### config.mk
export PLATFORM = sky130hd
export DESIGN_NAME = serial_alu_seq
export DESIGN_NICKNAME = d
export VERILOG_FILES = /design/src/rtl/serial_alu_pkg.sv /design/src/rtl/serial_alu_seq_slice.sv /design/src/rtl/serial_alu_seq.sv
export SDC_FILE = /design/constraint.sdc
export NUM_CORES = 1
export LEC_CHECK = 0
export CORE_MARGIN = 1
export CORE_UTILIZATION = 50
export DETAILED_ROUTE_END_ITERATION = 7
export GPL_TIMING_DRIVEN = 0
export PLACE_DENSITY = 0.76
export SKIP_LAST_GASP = 1
export SYNTH_ARGS = -nofsm -noshare
export SYNTH_HDL_FRONTEND = slang
export SYNTH_HIERARCHICAL = 1
export SYNTH_SLANG_ARGS = --single-unit
### constraint.sdc
create_clock -name clk_i -period 12.7 [get_ports clk_i]
set_clock_uncertainty 0.2 [all_clocks]
set_input_delay 2.54 -clock clk_i [delete_from_list [all_inputs] [get_ports clk_i]]
set_output_delay 2.54 -clock clk_i [all_outputs]
set_load 0.03 [all_outputs]
### src/rtl/serial_alu_pkg.sv
// Shared types and constants for the bit-serial ALU sequencer and its 1-bit slice.
package serial_alu_pkg;

  typedef enum logic [1:0] {
    ST_IDLE = 2'd0,
    ST_RUN  = 2'd1,
    ST_CMP  = 2'd2,
    ST_DONE = 2'd3
  } state_e;

  localparam logic [3:0] CTRL_AND = 4'b0000;
  localparam logic [3:0] CTRL_OR  = 4'b0001;
  localparam logic [3:0] CTRL_ADD = 4'b0010;
  localparam logic [3:0] CTRL_SUB = 4'b0110;
  localparam logic [3:0] CTRL_NOR = 4'b1100;
  localparam logic [3:0] CTRL_SLT = 4'b0111;

  localparam logic [1:0] OP_AND = 2'b00;
  localparam logic [1:0] OP_OR  = 2'b01;
  localparam logic [1:0] OP_ADD = 2'b10;
  localparam logic [1:0] OP_SLT = 2'b11;

  localparam logic [2:0] BONUS_LT = 3'b000;
  localparam logic [2:0] BONUS_GT = 3'b001;
  localparam logic [2:0] BONUS_LE = 3'b010;
  localparam logic [2:0] BONUS_GE = 3'b011;
  localparam logic [2:0] BONUS_EQ = 3'b110;
  localparam logic [2:0] BONUS_NE = 3'b100;

  // Derive the selected relation from the signed less/equal flags.
  function automatic logic compare_pick(input logic [2:0] bonus, input logic less, input logic equal);
    logic pick;
    case (bonus)
      BONUS_LT: pick = less;
      BONUS_GT: pick = ~less & ~equal;
      BONUS_LE: pick = less | equal;
      BONUS_GE: pick = ~less;
      BONUS_EQ: pick = equal;
      BONUS_NE: pick = ~equal;
      default:  pick = 1'b0;
    endcase
    return pick;
  endfunction

endpackage

### src/rtl/serial_alu_seq_slice.sv
// 1-bit ALU slice (alu_top): AND/OR/ADD plus a compare output that consumes
// externally computed less/equal flags.
module alu_top
  import serial_alu_pkg::*;
(
  input  logic       src1,
  input  logic       src2,
  input  logic       less,
  input  logic       equal,
  input  logic       A_invert,
  input  logic       B_invert,
  input  logic       cin,
  input  logic [1:0] operation,
  input  logic       comp,
  input  logic [2:0] bonus,
  output logic       result,
  output logic       cout
);

  logic a_s;
  logic b_s;
  logic sum_s;

  assign a_s   = src1 ^ A_invert;
  assign b_s   = src2 ^ B_invert;
  assign sum_s = a_s ^ b_s ^ cin;
  assign cout  = (a_s & b_s) | (a_s & cin) | (b_s & cin);

  // Result mux; op 11 returns the compare bit when comp is set, else raw less.
  always_comb begin
    result = 1'b0;
    case (operation)
      OP_AND: result = a_s & b_s;
      OP_OR:  result = a_s | b_s;
      OP_ADD: result = sum_s;
      OP_SLT: begin
        if (comp) begin
          result = compare_pick(bonus, less, equal);
        end else begin
          result = less;
        end
      end
      default: result = 1'b0;
    endcase
  end

endmodule

### src/rtl/serial_alu_seq.sv
// WIDTH-bit multi-cycle ALU built from one 1-bit slice, one bit per clock, LSB first.
// Define SERIAL_ALU_BONUS_EN to enable the full bonus_i compare decoding.
module serial_alu_seq
  import serial_alu_pkg::*;
#(
  parameter int WIDTH = 32
) (
  input  logic             clk_i,
  input  logic             rst_i,
  input  logic             start_i,
  input  logic [WIDTH-1:0] src1_i,
  input  logic [WIDTH-1:0] src2_i,
  input  logic [3:0]       ALU_control_i,
  input  logic [2:0]       bonus_i,
  output logic             busy_o,
  output logic             done_o,
  output logic [WIDTH-1:0] result_o,
  output logic             zero_o,
  output logic             cout_o,
  output logic             overflow_o
);

  localparam int CW = (WIDTH > 1) ? $clog2(WIDTH) : 1;
  localparam logic [CW-1:0] CNT_LAST = CW'(WIDTH - 1);

  state_e           state_r;
  state_e           state_nxt_s;
  logic [WIDTH-1:0] src1_r;
  logic [WIDTH-1:0] src2_r;
  logic [WIDTH-1:0] shift_r;
  logic [WIDTH-1:0] shift_nxt_s;
  logic [WIDTH-1:0] result_r;
  logic [3:0]       ctrl_r;
  logic [2:0]       bonus_r;
  logic [2:0]       bonus_sel_s;
  logic [CW-1:0]    cnt_r;
  logic             carry_r;
  logic             eq_acc_r;
  logic             set_r;
  logic             cin_msb_r;
  logic             cout_msb_r;
  logic             zero_r;
  logic             cout_r;
  logic             ovf_r;
  logic             busy_r;
  logic             done_r;
  logic             last_bit_s;
  logic             is_cmp_op_s;
  logic             slice_a_s;
  logic             slice_b_s;
  logic             slice_less_s;
  logic             slice_comp_s;
  logic [1:0]       slice_op_s;
  logic             slice_res_s;
  logic             slice_cout_s;

`ifdef SERIAL_ALU_BONUS_EN
  assign bonus_sel_s = bonus_i;
`else
  logic bonus_unused_s;
  assign bonus_unused_s = ^bonus_i;
  assign bonus_sel_s    = BONUS_LT;
`endif

  assign last_bit_s  = (cnt_r == CNT_LAST);
  assign is_cmp_op_s = (ctrl_r[1:0] == OP_SLT);
  assign shift_nxt_s = {slice_res_s, shift_r[WIDTH-1:1]};

  // Next-state decode.
  always_comb begin
    state_nxt_s = state_r;
    case (state_r)
      ST_IDLE, ST_DONE: begin
        if (start_i) begin
          state_nxt_s = ST_RUN;
        end else begin
          state_nxt_s = ST_IDLE;
        end
      end
      ST_RUN: begin
        if (last_bit_s) begin
          state_nxt_s = is_cmp_op_s ? ST_CMP : ST_DONE;
        end else begin
          state_nxt_s = ST_RUN;
        end
      end
      ST_CMP:  state_nxt_s = ST_DONE;
      default: state_nxt_s = ST_IDLE;
    endcase
  end

  // Slice input steering: compare ops run as a subtract, then one compare evaluation.
  always_comb begin
    slice_a_s    = src1_r[cnt_r];
    slice_b_s    = src2_r[cnt_r];
    slice_less_s = set_r ^ cin_msb_r ^ cout_msb_r;
    slice_op_s   = ctrl_r[1:0];
    slice_comp_s = 1'b0;
    if (state_r == ST_CMP) begin
      slice_op_s   = OP_SLT;
      slice_comp_s = 1'b1;
    end else if (is_cmp_op_s) begin
      slice_op_s   = OP_ADD;
      slice_comp_s = 1'b0;
    end else begin
      slice_op_s   = ctrl_r[1:0];
      slice_comp_s = 1'b0;
    end
  end

  alu_top u_slice (
    .src1      (slice_a_s),
    .src2      (slice_b_s),
    .less      (slice_less_s),
    .equal     (eq_acc_r),
    .A_invert  (ctrl_r[3]),
    .B_invert  (ctrl_r[2]),
    .cin       (carry_r),
    .operation (slice_op_s),
    .comp      (slice_comp_s),
    .bonus     (bonus_r),
    .result    (slice_res_s),
    .cout      (slice_cout_s)
  );

  // State register and registered status outputs.
  always_ff @(posedge clk_i or posedge rst_i) begin
    if (rst_i) begin
      state_r <= ST_IDLE;
      busy_r  <= 1'b0;
      done_r  <= 1'b0;
    end else begin
      state_r <= state_nxt_s;
      busy_r  <= (state_nxt_s == ST_RUN) || (state_nxt_s == ST_CMP);
      done_r  <= (state_nxt_s == ST_DONE);
    end
  end

  // Operand capture, serial datapath, and result/flag registers.
  always_ff @(posedge clk_i or posedge rst_i) begin
    if (rst_i) begin
      src1_r     <= {WIDTH{1'b0}};
      src2_r     <= {WIDTH{1'b0}};
      shift_r    <= {WIDTH{1'b0}};
      result_r   <= {WIDTH{1'b0}};
      ctrl_r     <= 4'b0000;
      bonus_r    <= 3'b000;
      cnt_r      <= {CW{1'b0}};
      carry_r    <= 1'b0;
      eq_acc_r   <= 1'b0;
      set_r      <= 1'b0;
      cin_msb_r  <= 1'b0;
      cout_msb_r <= 1'b0;
      zero_r     <= 1'b0;
      cout_r     <= 1'b0;
      ovf_r      <= 1'b0;
    end else begin
      case (state_r)
        ST_IDLE, ST_DONE: begin
          if (start_i) begin
            src1_r   <= src1_i;
            src2_r   <= src2_i;
            ctrl_r   <= ALU_control_i;
            bonus_r  <= bonus_sel_s;
            carry_r  <= ALU_control_i[2];
            cnt_r    <= {CW{1'b0}};
            eq_acc_r <= 1'b1;
          end
        end
        ST_RUN: begin
          shift_r <= shift_nxt_s;
          carry_r <= slice_cout_s;
          if (slice_res_s) begin
            eq_acc_r <= 1'b0;
          end
          if (last_bit_s) begin
            set_r      <= slice_res_s;
            cin_msb_r  <= carry_r;
            cout_msb_r <= slice_cout_s;
            if (!is_cmp_op_s) begin
              result_r <= shift_nxt_s;
              zero_r   <= (shift_nxt_s == {WIDTH{1'b0}});
              cout_r   <= slice_cout_s;
              ovf_r    <= (ctrl_r[1:0] == OP_ADD) ? (carry_r ^ slice_cout_s) : 1'b0;
            end
          end else begin
            cnt_r <= cnt_r + CW'(1'b1);
          end
        end
        ST_CMP: begin
          result_r <= {{(WIDTH-1){1'b0}}, slice_res_s};
          zero_r   <= ~slice_res_s;
          cout_r   <= cout_msb_r;
          ovf_r    <= 1'b0;
        end
        default: begin
          cnt_r <= {CW{1'b0}};
        end
      endcase
    end
  end

  assign busy_o     = busy_r;
  assign done_o     = done_r;
  assign result_o   = result_r;
  assign zero_o     = zero_r;
  assign cout_o     = cout_r;
  assign overflow_o = ovf_r;

endmodule

# Word-level counts from Yosys, hierarchy flattened
# Cells that the tools add are included.
[classes]
bitwise_logic = 14
reduce_logical = 12
n_eq_ne = 16
addsub = 1
mux = 29
magnitude_cmp = 1
[ops]
columns = ["operator", "n"]
rows = [
  ["$mux W32", 2],
  ["$pmux W32 S2", 1],
  ["$logic_not A32 Y1", 1],
  ["$eq A2 B2 Y1 const B", 8],
  ["$mux W1", 12],
  ["$bmux W1 S5", 2],
  ["$mux W5", 2],
  ["$pmux W5 S2", 1],
  ["$ne A2 B2 Y1 const B", 4],
  ["$pmux W1 S2", 4],
  ["$xor A1 B1 Y1", 7],
  ["$eq A2 B1 Y1 const B", 3],
  ["$lt A5 B6 Y1 const B", 1],
  ["$mux W2", 3],
  ["$pmux W2 S3", 1],
  ["$reduce_and A2 Y1", 3],
  ["$reduce_and A3 Y1", 2],
  ["$add A5 B1 Y5 const B", 1],
  ["$eq A5 B5 Y1 const B", 1],
  ["$logic_not A2 Y1", 2],
  ["$pmux W1 S4", 1],
  ["$reduce_bool A2 Y1", 2],
  ["$and A1 B1 Y1", 3],
  ["$or A1 B1 Y1", 3],
  ["3 further kinds", 3],
]
[word_totals]
elab_cells = 89
output_inout_bits = 37
in_bits = 74
ff_bits = 148

# Depth between registers and ports, before layout
# Gate-level depths: netlist (run 1).
[depth]
ltp_word = 11
depth_mapped = 18
depth_no_buf = 16

# Cells and area by module
# Netlist (run 1), hierarchy kept.
[modules_own_cells]
columns = ["module", "seq_area_each_um2", "area_each_um2", "cells_each", "n_inst"]
rows = [
  ["serial_alu_seq", 3703.6, 6309.8, 461, 1],
  ["alu_top", 0.0, 166.4, 24, 1],
]

# Least setup slack after synthesis (run 1)
# No wires, ideal clock.
[synth_path]
path_kind = "flip-flop to flip-flop"
start = "register cnt_r[1]"
end = "register zero_r, in the netlist zero_o"
arrival_time_ns = 3.683
required_time_ns = 12.434
period_less_slack_ns = 3.950
setup_time_ns = 0.066
n_path_buf = 3
path_stages_with_launch = 19
path_slack_ns = 8.750
path_cell_list = "dfrtp_1 -> buf_4 -> buf_4 -> buf_2 -> mux2i_1 -> a22oi_1 -> a31oi_1 -> o311ai_1 -> xor2_1 -> inv_1 -> fa_1 -> nor2b_1 -> o31ai_1 -> a31oi_1 -> nor4_1 -> nand4_1 -> or4_1 -> o22ai_1 -> mux2_1"
[synth_between]
elab_chain_cells = 10
word_cells_on_any_way = 19
classes_between = "eq/ne: 2; mux: 8; bitwise: 7; reduce/logical: 2"
[synth_lines]
columns = ["element", "line_no", "source"]
rows = [
  ["from (decl)", "serial_alu_seq.sv:36", "logic [CW-1:0] cnt_r;"],
  ["from (signal assigned)", "serial_alu_seq.sv:148", "cnt_r <= {CW{1'b0}};"],
  ["from (signal assigned)", "serial_alu_seq.sv:166", "cnt_r <= {CW{1'b0}};"],
  ["from (signal assigned)", "serial_alu_seq.sv:187", "cnt_r <= cnt_r + CW'(1'b1);"],
  ["$bmux W1 S5 (*)", "serial_alu_seq.sv:94", "slice_a_s = src1_r[cnt_r];"],
  ["$mux W1 (implied by the code) (*)", "serial_alu_seq.sv:94", ""],
  ["via slice_a_s", "serial_alu_seq.sv:49", "logic slice_a_s;"],
  ["$xor A1 B1 Y1 (*)", "serial_alu_seq_slice.sv:24", "assign a_s = src1 ^ A_invert;"],
  ["$xor A1 B1 Y1 (2 in a row)", "serial_alu_seq_slice.sv:26", "assign sum_s = a_s ^ b_s ^ cin;"],
  ["$pmux W1 S4 (*)", "serial_alu_seq_slice.sv:32", "case (operation)"],
  ["via slice_res_s", "serial_alu_seq.sv:54", "logic slice_res_s;"],
  ["$logic_not A32 Y1", "serial_alu_seq.sv:182", "zero_r <= (shift_nxt_s == {WIDTH{1'b0}});"],
  ["$mux W1", "serial_alu_seq.sv:180", "if (!is_cmp_op_s) begin"],
  ["$mux W1", "serial_alu_seq.sv:176", "if (last_bit_s) begin"],
  ["$pmux W1 S2 (*)", "serial_alu_seq.sv:158", "case (state_r)"],
  ["to (signal assigned)", "serial_alu_seq.sv:182", ""],
  ["to (signal assigned)", "serial_alu_seq.sv:192", "zero_r <= ~slice_res_s;"],
  ["to (decl)", "serial_alu_seq.sv:42", "logic zero_r;"],
]
# The timed path passes the listed nets; every way through them passes the cells marked *. The select of a mux whose other input is x is not followed.
# A chain may end at the register's enable or synchronous reset.

# Final worst setup path (run 1)
[layout_path]
start = "register cnt_r[1]"
end = "register zero_r, in the netlist zero_o"
[layout_between]
elab_chain_cells = 10
word_cells_on_any_way = 19
classes_between = "eq/ne: 2; mux: 8; bitwise: 7; reduce/logical: 2"
[layout_lines]
columns = ["element", "line_no", "source"]
rows = [
  ["$bmux W1 S5 (*)", "serial_alu_seq.sv:95", "slice_b_s = src2_r[cnt_r];"],
  ["$mux W1 (implied by the code) (*)", "serial_alu_seq.sv:95", ""],
  ["via slice_b_s", "serial_alu_seq.sv:50", "logic slice_b_s;"],
  ["$xor A1 B1 Y1 (*)", "serial_alu_seq_slice.sv:25", "assign b_s = src2 ^ B_invert;"],
  ["$xor A1 B1 Y1 (2 in a row)", "serial_alu_seq_slice.sv:26", ""],
  ["$pmux W1 S4 (*)", "serial_alu_seq_slice.sv:32", ""],
  ["via slice_res_s", "serial_alu_seq.sv:54", ""],
  ["$logic_not A32 Y1", "serial_alu_seq.sv:182", ""],
  ["$mux W1", "serial_alu_seq.sv:180", ""],
  ["$mux W1", "serial_alu_seq.sv:176", ""],
  ["$pmux W1 S2 (*)", "serial_alu_seq.sv:158", ""],
]
# Marks and branches as above.

==> tab_implementation.tex, run 1 <==
\begin{tabular}{lr}
\hline
Metric & Value \\
\hline
\multicolumn{2}{l}{\textbf{Critical path}} \\
Worst setup slack for register-to-register paths & about 8 ns \\
Origin of the critical flop-to-flop path & cnt\_r[1] \\
Start point of the critical path & cnt\_r[1] \\
Classification of the worst setup path & reg2reg \\
Largest incremental delay on the critical path & a little under 0.5 ns \\
Crit Path Max Fanout & 10 \\
Setup crit start kind & flop \\
Worst path required time & between 10 and 15 ns \\
Slowest cell on the critical path & sky130\_fd\_sc\_hd\_\_fa\_1 \\
Endpoint of the worst setup timing path & zero\_o \\
End of the worst register-to-register path & zero\_o \\
Worst Setup End Kind & flop \\
Cells along the critical path & buf\_4, buf\_4, buf\_2, mux2i\_1, nand2\_1, a31oi\_1, o311ai\_1, xor2\_1, inv\_1, fa\_1, nor2b\_1, o31ai\_1, a31oi\_1, nor4\_1, nand4\_1, or4\_1, o22ai\_1, mux2\_1 \\
Worst Reg-to-Reg Cells & 18 \\
Arrival time worst endpoint & 4.88 ns \\
\multicolumn{2}{l}{\textbf{Power}} \\
Comb power frac & a little under two fifths \\
Leakage power summed over all cells & $\sim$3.6 nW \\
Sequential Power Share & around two fifths \\
IR Drop Worst-Case VDD & 114.8 µV \\
Power Internal & approximately 0.0013 W \\
Switching Power & roughly 0.00070 W \\
Clock Power Share & approximately 23\% \\
Ratio of total power to cell area & roughly 240 mW/mm² \\
Switching portion of total power & about a third \\
\multicolumn{2}{l}{\textbf{Synth}} \\
Yosys warns & 6 \\
Share of the synthesized area in the top cell type & between 50 and 60\% \\
Sequential share of the synthesized area & between 50\% and 60\% \\
Synth cell types & between 40 and 50 \\
Number of enable flip-flop cells after synthesis & 0 \\
Main synth FF type & sky130\_fd\_sc\_hd\_\_dfrtp\_1 \\
Mean instance size in the synthesized netlist & $\sim$13 µm² \\
Register bit total from synthesis & roughly 150 \\
Most frequent cells after synthesis & 148 x sky130\_fd\_sc\_hd\_\_dfrtp\_1, 102 x sky130\_fd\_sc\_hd\_\_mux2\_2, 34 x sky130\_fd\_sc\_hd\_\_mux2i\_1 \\
Dominant cell by count in the synthesized netlist & sky130\_fd\_sc\_hd\_\_dfrtp\_1 \\
Cell count after synthesis & slightly below 500 \\
Top cell type by total area after synthesis & sky130\_fd\_sc\_hd\_\_dfrtp\_1 \\
Dominant cells by area after synthesis & sky130\_fd\_sc\_hd\_\_dfrtp\_1 57\%, sky130\_fd\_sc\_hd\_\_mux2\_2 18\%, sky130\_fd\_sc\_hd\_\_mux2i\_1 5.3\% \\
Post-Synthesis Cell Area & between 0.006 and 0.007 mm² \\
Asr flop ratio synth & 100.0\% \\
\multicolumn{2}{l}{\textbf{Place}} \\
Placer Congestion & between 0.7 and 0.8 \\
Placement-stage cell area & between 0.007 and 0.008 mm² \\
Buffers added on ports & $\sim$110 \\
Pre-CTS WS & roughly 8 ns \\
Half-perimeter wire length of the detailed placement result & $\sim$10000 µm \\
\multicolumn{2}{l}{\textbf{STA}} \\
Total of endpoints with negative setup slack in the final report & 0 \\
Maximum operating frequency & about 210 MHz \\
Number of endpoints with negative hold slack in the final report & 0 \\
Final worst-path setup slack & between 7 and 8 ns \\
Final Slew Violations & 0 \\
Relative slew slack & approximately 47\% \\
Share of the clock period used by the worst path after layout & a little under two fifths \\
Final period demand of the worst path & between 4 and 5 ns \\
Post-route setup TNS & 0 ns \\
Worst-margin pin slew & approximately 0.79 ns \\
Unrepaired setup endpoints after global routing & no \\
\multicolumn{2}{l}{\textbf{Clocking}} \\
CTS Buf Count & 17 \\
Clock insertion delay at the later pin of the skew report & approximately 0.43 ns \\
CTS tree & yes \\
Number of buffers on the longest clock path & 2 \\
H-tree depth & 4 \\
CTS Root Cell & sky130\_fd\_sc\_hd\_\_clkbuf\_16 \\
Hold-fix buffers, CTS & 0 \\
Clock sink total & $\sim$150 \\
Buffers inserted by post-CTS timing repair & 0 \\
Clock Pin Slew Worst Setup and Hold Paths & $\sim$0.06 ns \\
Resize count post-CTS & 0 \\
\multicolumn{2}{l}{\textbf{Layout}} \\
Post-synthesis to final-layout area growth & 29.21\% \\
Antenna diodes & 0 \\
Final-stage net count & about 700 \\
Post-route standard cell area excluding fillers & approximately 0.0084 mm² \\
Share of cells above drive strength 1 & a little under a quarter \\
\multicolumn{2}{l}{\textbf{Drt}} \\
Vias per cell & about 5.4 \\
Drt first-iter violations & approximately 230 \\
Antenna Violating Nets Remaining & 0 \\
Average routed wire per standard cell & between 15 and 20 µm \\
Total iterations of the first detailed-routing run & 4 \\
WL final & between 10000 and 15000 µm \\
Routed via count & 4373 \\
DRC errors left & 0 \\
\multicolumn{2}{l}{\textbf{Global routing}} \\
Initial antenna violation count & 0 \\
Grt ovf & 0 \\
Total routing usage reported by global routing & a little under a quarter \\
Number of global-route vias before repair & 4554 \\
Largest net degree at the start of global routing & 76 \\
Wire length of the first global-routing pass & around 24000 µm \\
\multicolumn{2}{l}{\textbf{Floorplanning}} \\
Starting density of the core & between 50\% and 60\% \\
Die area & approximately 0.013 mm² \\
Number of cell rows & 41 \\
Vertical extent of the die & 115.8 µm \\
Area of the placeable core & around 0.013 mm² \\
I/O pin count & 111 \\
Die width & between 100 and 150 µm \\
\multicolumn{2}{l}{\textbf{Worst hold path}} \\
Path type of the worst min-delay path & reg2reg \\
\multicolumn{2}{l}{\textbf{Outcome}} \\
Outcome & finished, final reports clean \\
\multicolumn{2}{l}{\textbf{Flow run}} \\
Max cap viols & 0 \\
\hline
\end{tabular}
## state kept, by name (all words and copies together) (netlist names), 2 cells and up
signal and cells:
src2_r 32, ctrl_r 4, result_o 32, shift_r 31, cnt_r 5, state_r 2, src1_r 32
## stage by stage
stage          utilization, %  hold slack (ns)  cells  power [W]
6_report                66.31           0.3035    805   0.001998
5_1_grt                 66.31           0.3131    805   0.002124
4_1_cts                 66.31           0.3061    805   0.002004
3_5_place_dp            62.01           0.2898    773   0.001536
3_3_place_gp            61.75           0.2865    772   0.001499
2_1_floorplan               -           0.2787    493   0.001317
## worst min-delay path by stage
stage,slack [ns],start,cells after the start,to
3_5_place_dp,0.29,result_o[13],1,result_o[13]
5_1_grt,0.31,src1_r[2],1,src1_r[2]
3_3_place_gp,0.29,src1_r[20],1,src1_r[20]
2_1_floorplan,0.28,src1_r[16],1,src1_r[16]
6_report,0.30,cout_o,2,cout_o
4_1_cts,0.31,src1_r[29],1,src1_r[29]
## logic make-up after synthesis
family          Yosys count  share of synthesized area [%]
buf+inv                  43                          2.879
xor+xnor                  5                         0.6763
compound gates           85                          9.506
other cells               1                        0.05790
simple gates             58                          4.869
fa+ha+maj                 8                          1.661
mux                     137                          23.16
flops                   148                          57.19
## cell type report
| cell class | instances | area (µm²) |
|---|---|---|
| Clock buffer | 19 | 442.9 |
| Clock inverter | 13 | 100.1 |
| Inverter | 12 | 50.05 |
| Sequential cell | 148 | 3704 |
| Multi-Input combinational cell | 302 | 2616 |
| Timing Repair Buffer | 108 | 1099 |
| Tap cell | 172 | 215.2 |
| Buffer | 31 | 141.4 |
| Fill cell | 977 | 4252 |
## placed cells by master (no fill, tap or decap), types with 9 or more instances in the layout
cell type / count
sky130_fd_sc_hd__dfrtp_1: 148
sky130_fd_sc_hd__clkdlybuf4s50_1: 107
sky130_fd_sc_hd__mux2_2: 102
sky130_fd_sc_hd__mux2i_1: 34
sky130_fd_sc_hd__a22o_1: 31
sky130_fd_sc_hd__nand2_1: 23
sky130_fd_sc_hd__clkbuf_16: 17
sky130_fd_sc_hd__a22oi_1: 15
sky130_fd_sc_hd__o21ai_0: 13
sky130_fd_sc_hd__a21oi_1: 12
sky130_fd_sc_hd__buf_1: 11
sky130_fd_sc_hd__clkbuf_1: 10
sky130_fd_sc_hd__inv_1: 10
sky130_fd_sc_hd__conb_1: 9
## layer usage
metal	vias up	share of wire (%)	track usage, %
met5	-	0	0
met4	0	1.3	8.376
met3	17	4.9	6.172
met2	106	48	37.10
met1	2219	46	32.10
li1	2031	-	-
## power by group through the flow
stage,clock (W),sequential (W),combinational (W)
final,0.000460,0.000794,0.000744
after global routing,0.000486,0.000819,0.000820
after detailed placement,0,0.000798,0.000738
after CTS,0.000467,0.000792,0.000745
after global placement,0,0.000786,0.000713
after floorplan,0,0.000784,0.000533
## critical path: cells and delay by family, from the launching register on
kind            cells  cell delay, ns
simple gates        5            1.17
buf+inv             4            0.88
compound gates      5            0.87
fa+ha+maj           1            0.49
mux                 2            0.43
flops               1            0.34
xor+xnor            1            0.26
Power figures use the tool's default switching activity.
==> run 2: changes to the inputs <==
==> constraint.sdc (replaced) <==
create_clock -name clk_i -period 4.6 [get_ports clk_i]
set_clock_uncertainty 0.2 [all_clocks]
set_input_delay 0.92 -clock clk_i [delete_from_list [all_inputs] [get_ports clk_i]]
set_output_delay 0.92 -clock clk_i [all_outputs]
set_load 0.03 [all_outputs]
==> run 2 against run 1 <==
Clock power rose to 3.0 times the previous value; sequential share of layout area shrank 0.90 points; sequential power grew to 2.8 times the previous value; utilization grew 1.4 points.
==> tab_implementation.tex, run 2 (synthesized netlist as in run 1, its figures left out) <==
\begin{tabular}{lr}
\hline
Metric & Value \\
\hline
\multicolumn{2}{l}{\textbf{Layout}} \\
Fill cell total of the finished layout & about 960 \\
Post-layout util & between 60\% and 70\% \\
Antenna diodes & 0 \\
Share of cells above drive strength 1 & between 20 and 30\% \\
Final-stage net count & 704 \\
Most common cell after layout, fill and taps aside & sky130\_fd\_sc\_hd\_\_dfrtp\_1 \\
Post-synthesis to final-layout area growth & 31.97\% \\
Highest-count cells in the layout ignoring fill and taps & 146 x sky130\_fd\_sc\_hd\_\_dfrtp\_1, 107 x sky130\_fd\_sc\_hd\_\_clkdlybuf4s50\_1, 102 x sky130\_fd\_sc\_hd\_\_mux2\_2 \\
\multicolumn{2}{l}{\textbf{Global routing}} \\
Wire length of the first global-routing pass & $\sim$23000 µm \\
Largest net degree at the start of global routing & 43 \\
Grt ovf & 0 \\
Initial antenna violation count & 0 \\
Number of global-route vias before repair & approximately 4400 \\
Total routing usage reported by global routing & approximately a quarter \\
\multicolumn{2}{l}{\textbf{Clocking}} \\
CTS Buf Count & 17 \\
Buffers inserted by post-CTS timing repair & 0 \\
CTS Root Cell & sky130\_fd\_sc\_hd\_\_clkbuf\_16 \\
CTS tree & yes \\
Clock Pin Slew Worst Setup and Hold Paths & about 0.06 ns \\
H-tree depth & 4 \\
Number of buffers on the longest clock path & 2 \\
Clock sink total & approximately 150 \\
Hold-fix buffers, CTS & 0 \\
Clock insertion delay at the later pin of the skew report & $\sim$0.42 ns \\
\multicolumn{2}{l}{\textbf{STA}} \\
Final period demand of the worst path & 4.256 ns \\
Share of the clock period used by the worst path after layout & 92.53\% \\
Unrepaired setup endpoints after global routing & no \\
Number of endpoints with negative hold slack in the final report & 0 \\
Total of endpoints with negative setup slack in the final report & 0 \\
Relative slew slack & $\sim$59\% \\
Final-layout worst hold slack & approximately 0.28 ns \\
Worst-margin pin slew & around 0.62 ns \\
Final Slew Violations & 0 \\
Maximum operating frequency & 234.9 MHz \\
\multicolumn{2}{l}{\textbf{Drt}} \\
Uppermost metal layer occupied by signal nets & met4 \\
Average routed wire per standard cell & between 15 and 20 µm \\
WL final & between 10000 and 15000 µm \\
DRC errors left & 0 \\
Met3 routed WL & roughly 640 µm \\
Total iterations of the first detailed-routing run & 4 \\
Detailed-routed wire length on met2 & about 7000 µm \\
Antenna Violating Nets Remaining & 0 \\
Vias per cell & roughly 5.5 \\
Drt first-iter violations & 217 \\
Met1 wire length & about 6500 µm \\
Routed via count & roughly 4400 \\
\multicolumn{2}{l}{\textbf{Place}} \\
Half-perimeter wire length of the detailed placement result & just over 10000 µm \\
Placer Congestion & around 0.78 \\
Buffers added on ports & between 100 and 150 \\
\multicolumn{2}{l}{\textbf{Floorplanning}} \\
I/O pin count & about 110 \\
Die area & approximately 0.013 mm² \\
Starting density of the core & around half \\
Vertical extent of the die & 115.8 µm \\
Number of cell rows & roughly 40 \\
Die width & $\sim$120 µm \\
Area of the placeable core & 0.01262 mm² \\
\multicolumn{2}{l}{\textbf{Critical path}} \\
Origin of the critical flop-to-flop path & cnt\_r[1] \\
Worst path required time & between 4 and 5 ns \\
Logic depth of the worst path, buffers included & 18 \\
Worst setup slack for register-to-register paths & between 0.3 and 0.4 ns \\
Arrival time worst endpoint & roughly 4.4 ns \\
End of the worst register-to-register path & zero\_o \\
Largest incremental delay on the critical path & around 0.5 ns \\
Dominant cell type by count on the critical path & sky130\_fd\_sc\_hd\_\_buf\_8 \\
Setup crit start kind & flop \\
Buffering stage count on the worst path with inverters included & 4 \\
Worst Reg-to-Reg Cells & 18 \\
Classification of the worst setup path & reg2reg \\
Slowest cell on the critical path & sky130\_fd\_sc\_hd\_\_fa\_1 \\
Cell type group with the largest total delay on the critical path & compound AO/OA/AOI/OAI gates \\
Worst Setup End Kind & flop \\
Cells along the critical path & buf\_6, buf\_8, buf\_8, mux2i\_1, a22oi\_1, a31oi\_1, o311ai\_2, xor2\_1, inv\_1, fa\_1, nor2b\_1, o31ai\_2, a31oi\_4, nor4\_4, nand4\_1, or4\_1, o22ai\_1, mux2\_1 \\
Crit Path Max Fanout & 10 \\
\multicolumn{2}{l}{\textbf{Power}} \\
Ratio of total power to cell area & around 670 mW/mm² \\
IR Drop Worst-Case VDD & about 420 µV \\
Leakage power summed over all cells & around 3.7 nW \\
\multicolumn{2}{l}{\textbf{Worst hold path}} \\
Path type of the worst min-delay path & reg2reg \\
Hold Path End & cout\_o \\
Worst hold path depth & 2 \\
Hold path startpoint & cout\_o \\
\multicolumn{2}{l}{\textbf{Flow run}} \\
Max cap viols & 0 \\
\multicolumn{2}{l}{\textbf{Outcome}} \\
Outcome & finished, final reports clean \\
\hline
\end{tabular}
[run 2: cell types whose count changed in the layout (fill, tap and decap cells not counted), moves of 2 or more]
cell                         delta
sky130_fd_sc_hd__buf_12         +4
sky130_fd_sc_hd__clkinv_4       -3
sky130_fd_sc_hd__inv_6          -3
sky130_fd_sc_hd__buf_8          +2
sky130_fd_sc_hd__bufinv_16      +2
sky130_fd_sc_hd__clkbuf_1       -2
sky130_fd_sc_hd__clkbuf_8       +2
sky130_fd_sc_hd__clkinvlp_4     +2
sky130_fd_sc_hd__dfrtp_1        -2
sky130_fd_sc_hd__dfrtp_2        +2
[run 2: report_power, final]
| part | switching [W] | internal (W) |
|---|---|---|
| Combinational | 0.00105 | 0.00111 |
| Sequential | 0.000382 | 0.00183 |
| Clock | 0.000532 | 0.000842 |
| Total | 0.00197 | 0.00379 |
[run 2: cell type report]
| type | instances | area, µm² | share of cell area [%] |
|---|---|---|---|
| inverters | 12 | 48.80 | 0.5709 |
| clock buffers | 21 | 470.5 | 5.504 |
| plain buffers | 30 | 163.9 | 1.918 |
| clock inverters | 11 | 123.9 | 1.449 |
| multi-input cells | 302 | 2668 | 31.21 |
| flip-flops and latches | 148 | 3706 | 43.36 |
| well taps | 172 | 215.2 | 2.518 |
| repair buffers | 111 | 1151 | 13.47 |
[run 2: worst max path at each step]
stage / startpoint / to / slack [ns]
floorplan: cnt_r[1] / zero_o / 0.65
global placement: cnt_r[1] / zero_o / -0.02
detailed placement: cnt_r[1] / zero_o / -0.1
CTS: cnt_r[1] / zero_o / 0.06
global route: cnt_r[1] / zero_o / 0.01
finish: cnt_r[1] / zero_o / 0.34
[run 2: repair_timing]
item	in CTS	in global routing
resized for setup	8	13
endpoints found under the hold margin	0	0
endpoints found under the setup margin	1	1
pin swaps	1	3
[run 2: per-layer routing]
layer | track usage (%) | up-vias
li1 | - | 2048
met1 | 31.44 | 2255
met2 | 36.23 | 89
met3 | 6.695 | 17
met4 | 7.949 | 0
met5 | 0 | -
[run 2: through the flow]
| stage | cell area, µm² | setup TNS (ns) | instances | total power [W] | setup WS, ns |
|---|---|---|---|---|---|
| global route | 8547 | 0 | 807 | 0.006100 | 0.01065 |
| global placement | 7796 | -0.02163 | 772 | 0.004139 | -0.02163 |
| detailed placement | 7876 | -0.09937 | 776 | 0.004266 | -0.09937 |
| floorplan | 6510 | 0 | 493 | 0.003635 | 0.6503 |
| finish | 8547 | 0 | 807 | 0.005753 | 0.3436 |
| CTS | 8493 | 0 | 807 | 0.005698 | 0.05719 |
[run 2: tightest hold or removal path: cells and delay by family (launching register included)]
kind             cells  cell delay [ns]
flip-flops           1             0.34
AO/OA/AOI/OAI        1             0.06
AND/OR/NAND/NOR      1             0.05
==> run 3: changes to the inputs <==
--- a/config.mk
+++ b/config.mk
@@ -5,11 +5,12 @@
 export SDC_FILE = /design/constraint.sdc
 export NUM_CORES = 1
 export LEC_CHECK = 0
-export CORE_MARGIN = 1
+export CORE_MARGIN = 2
 export CORE_UTILIZATION = 50
 export DETAILED_ROUTE_END_ITERATION = 7
 export GPL_TIMING_DRIVEN = 0
 export PLACE_DENSITY = 0.76
+export RECOVER_POWER = 100
 export SKIP_LAST_GASP = 1
 export SYNTH_ARGS = -nofsm -noshare
 export SYNTH_HDL_FRONTEND = slang
==> run 3 against run 2 <==
First-iteration DRC count increased by 9.2%; cell count shrank 0.12%; highest routed layer unchanged; largest cell class unchanged; critical path type unchanged; the run now ends with capacitance limit, slew limit left; maximum frequency down 3.8%; clock-buffer cell count rose by 1; critical path depth shrank 1; clock power up 4%.
==> tab_implementation.tex, run 3 (synthesized netlist as in run 1, its figures left out) <==
\begin{tabular}{lr}
\hline
Metric & Value \\
\hline
\multicolumn{2}{l}{\textbf{Outcome}} \\
Outcome & finished, violations left \\
Violations in the final reports & capacitance limit, slew limit \\
\multicolumn{2}{l}{\textbf{STA}} \\
Share of the clock period used by the worst path after layout & a little over nine tenths \\
Worst-margin pin slew & a little under 2 ns \\
Final-layout worst hold slack & between 0.2 and 0.3 ns \\
Final period demand of the worst path & 4.423 ns \\
Post-route setup TNS & 0 ns \\
Number of endpoints with negative hold slack in the final report & 0 \\
Unrepaired setup endpoints after global routing & no \\
Total of endpoints with negative setup slack in the final report & 0 \\
Relative slew slack & -28.86\% \\
Final worst-path setup slack & about 0.18 ns \\
Maximum operating frequency & $\sim$230 MHz \\
Final Slew Violations & 84 \\
\multicolumn{2}{l}{\textbf{Place}} \\
Buffers added on ports & approximately 110 \\
Pre-CTS WS & -0.08466 ns \\
Placement-stage cell area & between 0.007 and 0.008 mm² \\
Half-perimeter wire length of the detailed placement result & around 10000 µm \\
Placed insts & just under 800 \\
Placer Congestion & approximately 0.83 \\
\multicolumn{2}{l}{\textbf{Floorplanning}} \\
Die width & 117.8 µm \\
Vertical extent of the die & approximately 120 µm \\
Starting density of the core & between 50\% and 60\% \\
Number of cell rows & slightly above 40 \\
Die area & around 0.014 mm² \\
I/O pin count & 111 \\
Area of the placeable core & 0.01262 mm² \\
\multicolumn{2}{l}{\textbf{Clocking}} \\
CTS tree & yes \\
Clock sink total & around 150 \\
CTS Root Cell & sky130\_fd\_sc\_hd\_\_clkbuf\_16 \\
Number of buffers on the longest clock path & 2 \\
H-tree depth & 4 \\
Hold-fix buffers, CTS & 0 \\
CTS Buf Count & 17 \\
Clock insertion delay at the later pin of the skew report & approximately 0.42 ns \\
Clock Pin Slew Worst Setup and Hold Paths & 0.06 ns \\
\multicolumn{2}{l}{\textbf{Layout}} \\
Most common cell after layout, fill and taps aside & sky130\_fd\_sc\_hd\_\_dfrtp\_1 \\
Highest-count cells in the layout ignoring fill and taps & 148 x sky130\_fd\_sc\_hd\_\_dfrtp\_1, 101 x sky130\_fd\_sc\_hd\_\_mux2\_2, 68 x sky130\_fd\_sc\_hd\_\_clkdlybuf4s50\_1 \\
Share of cells above drive strength 1 & about a quarter \\
Post-synthesis to final-layout area growth & 31.14\% \\
Post-route standard cell area excluding fillers & 0.008493 mm² \\
Fin cells & 806 \\
Antenna diodes & 0 \\
Final-stage net count & approximately 700 \\
\multicolumn{2}{l}{\textbf{Global routing}} \\
Wire length of the first global-routing pass & around 24000 µm \\
Number of global-route vias before repair & 4745 \\
Initial antenna violation count & 0 \\
Largest net degree at the start of global routing & 44 \\
Total routing usage reported by global routing & between 20 and 25\% \\
Grt ovf & 0 \\
\multicolumn{2}{l}{\textbf{Power}} \\
IR Drop Worst-Case VDD & 314.2 µV \\
Ratio of total power to cell area & around 680 mW/mm² \\
Leakage power summed over all cells & 3.821 nW \\
\multicolumn{2}{l}{\textbf{Critical path}} \\
Crit Path Max Fanout & 8 \\
Worst path required time & $\sim$4.8 ns \\
Arrival time worst endpoint & about 4.6 ns \\
Setup crit start kind & flop \\
Classification of the worst setup path & reg2reg \\
Worst Setup End Kind & flop \\
\multicolumn{2}{l}{\textbf{Drt}} \\
Average routed wire per standard cell & approximately 18 µm \\
Routed via count & 4402 \\
Total iterations of the first detailed-routing run & 4 \\
Drt first-iter violations & about 240 \\
DRC errors left & 0 \\
Vias per cell & between 5 and 6 \\
WL final & 14690 µm \\
Antenna Violating Nets Remaining & 0 \\
\multicolumn{2}{l}{\textbf{Flow run}} \\
Max cap viols & 2 \\
\multicolumn{2}{l}{\textbf{Worst hold path}} \\
Path type of the worst min-delay path & reg2reg \\
\hline
\end{tabular}
run 3: final timing paths:
kind,startpoint,end,slack [ns],cells after the start
setup reg to reg,cnt_r[2],zero_o,0.18,17
setup / recovery,cnt_r[2],zero_o,0.18,17
max in group asynchronous,rst_i,src1_r[15],0.64,3
hold reg to reg,cout_o,cout_o,0.28,2
hold / removal,cout_o,cout_o,0.28,2
min in group asynchronous,rst_i,src1_r[21],1.06,2
run 3: layer usage:
layer | track usage [%] | wire (µm) | vias to the layer above
met4 | 8.660 | 265 | 0
li1 | - | - | 2048
met5 | 0 | 0 | -
met1 | 27.86 | 6360 | 2232
met3 | 5.136 | 682 | 19
met2 | 36.63 | 7378 | 103
run 3: area by class of cell:
type                    instances  area, µm²
clock buffers                  22      484.2
repair buffers                111       1124
multi-input cells             302       2645
plain buffers                  30      148.9
fillers                       966       4126
flip-flops and latches        148       3704
inverters                      12      46.29
clock inverters                 9      126.4
well taps                     172      215.2
run 3: repair_timing:
action / 4_1_cts / 5_1_grt
setup buffers: 0 / 1
setup endpoints to repair: 1 / 1
resized for setup: 7 / 6
pin swaps: 1 / 1
run 3: report_power, final:
| part | total (W) | switching, W | internal, W |
|---|---|---|---|
| Clock | 0.00142 | 0.000516 | 0.000904 |
| Sequential | 0.00220 | 0.000369 | 0.00183 |
| Combinational | 0.00212 | 0.00104 | 0.00108 |
run 3: critical path, cell delays in order, from the launching register on:
cell,delay (ns)
sky130_fd_sc_hd__dfrtp_1,0.48
sky130_fd_sc_hd__nor2b_1,0.19
sky130_fd_sc_hd__clkbuf_2,0.26
sky130_fd_sc_hd__a22oi_1,0.15
sky130_fd_sc_hd__and4b_1,0.25
sky130_fd_sc_hd__a31oi_1,0.17
sky130_fd_sc_hd__o311ai_1,0.20
sky130_fd_sc_hd__xor2_1,0.23
sky130_fd_sc_hd__inv_1,0.10
sky130_fd_sc_hd__fa_1,0.48
sky130_fd_sc_hd__nor2b_1,0.05
sky130_fd_sc_hd__o31ai_2,0.25
sky130_fd_sc_hd__a31oi_2,0.14
sky130_fd_sc_hd__nor4_2,0.34
sky130_fd_sc_hd__nand4_1,0.12
sky130_fd_sc_hd__or4_1,0.47
sky130_fd_sc_hd__o22ai_1,0.12
sky130_fd_sc_hd__mux2_1,0.15
run 3: through the flow:
step | total power, W | util (%)
floorplan | 0.003635 | -
global placement | 0.004137 | 61.78
detailed placement | 0.004254 | 62.25
CTS | 0.005729 | 67.28
global route | 0.006052 | 67.30
finish | 0.005734 | 67.30
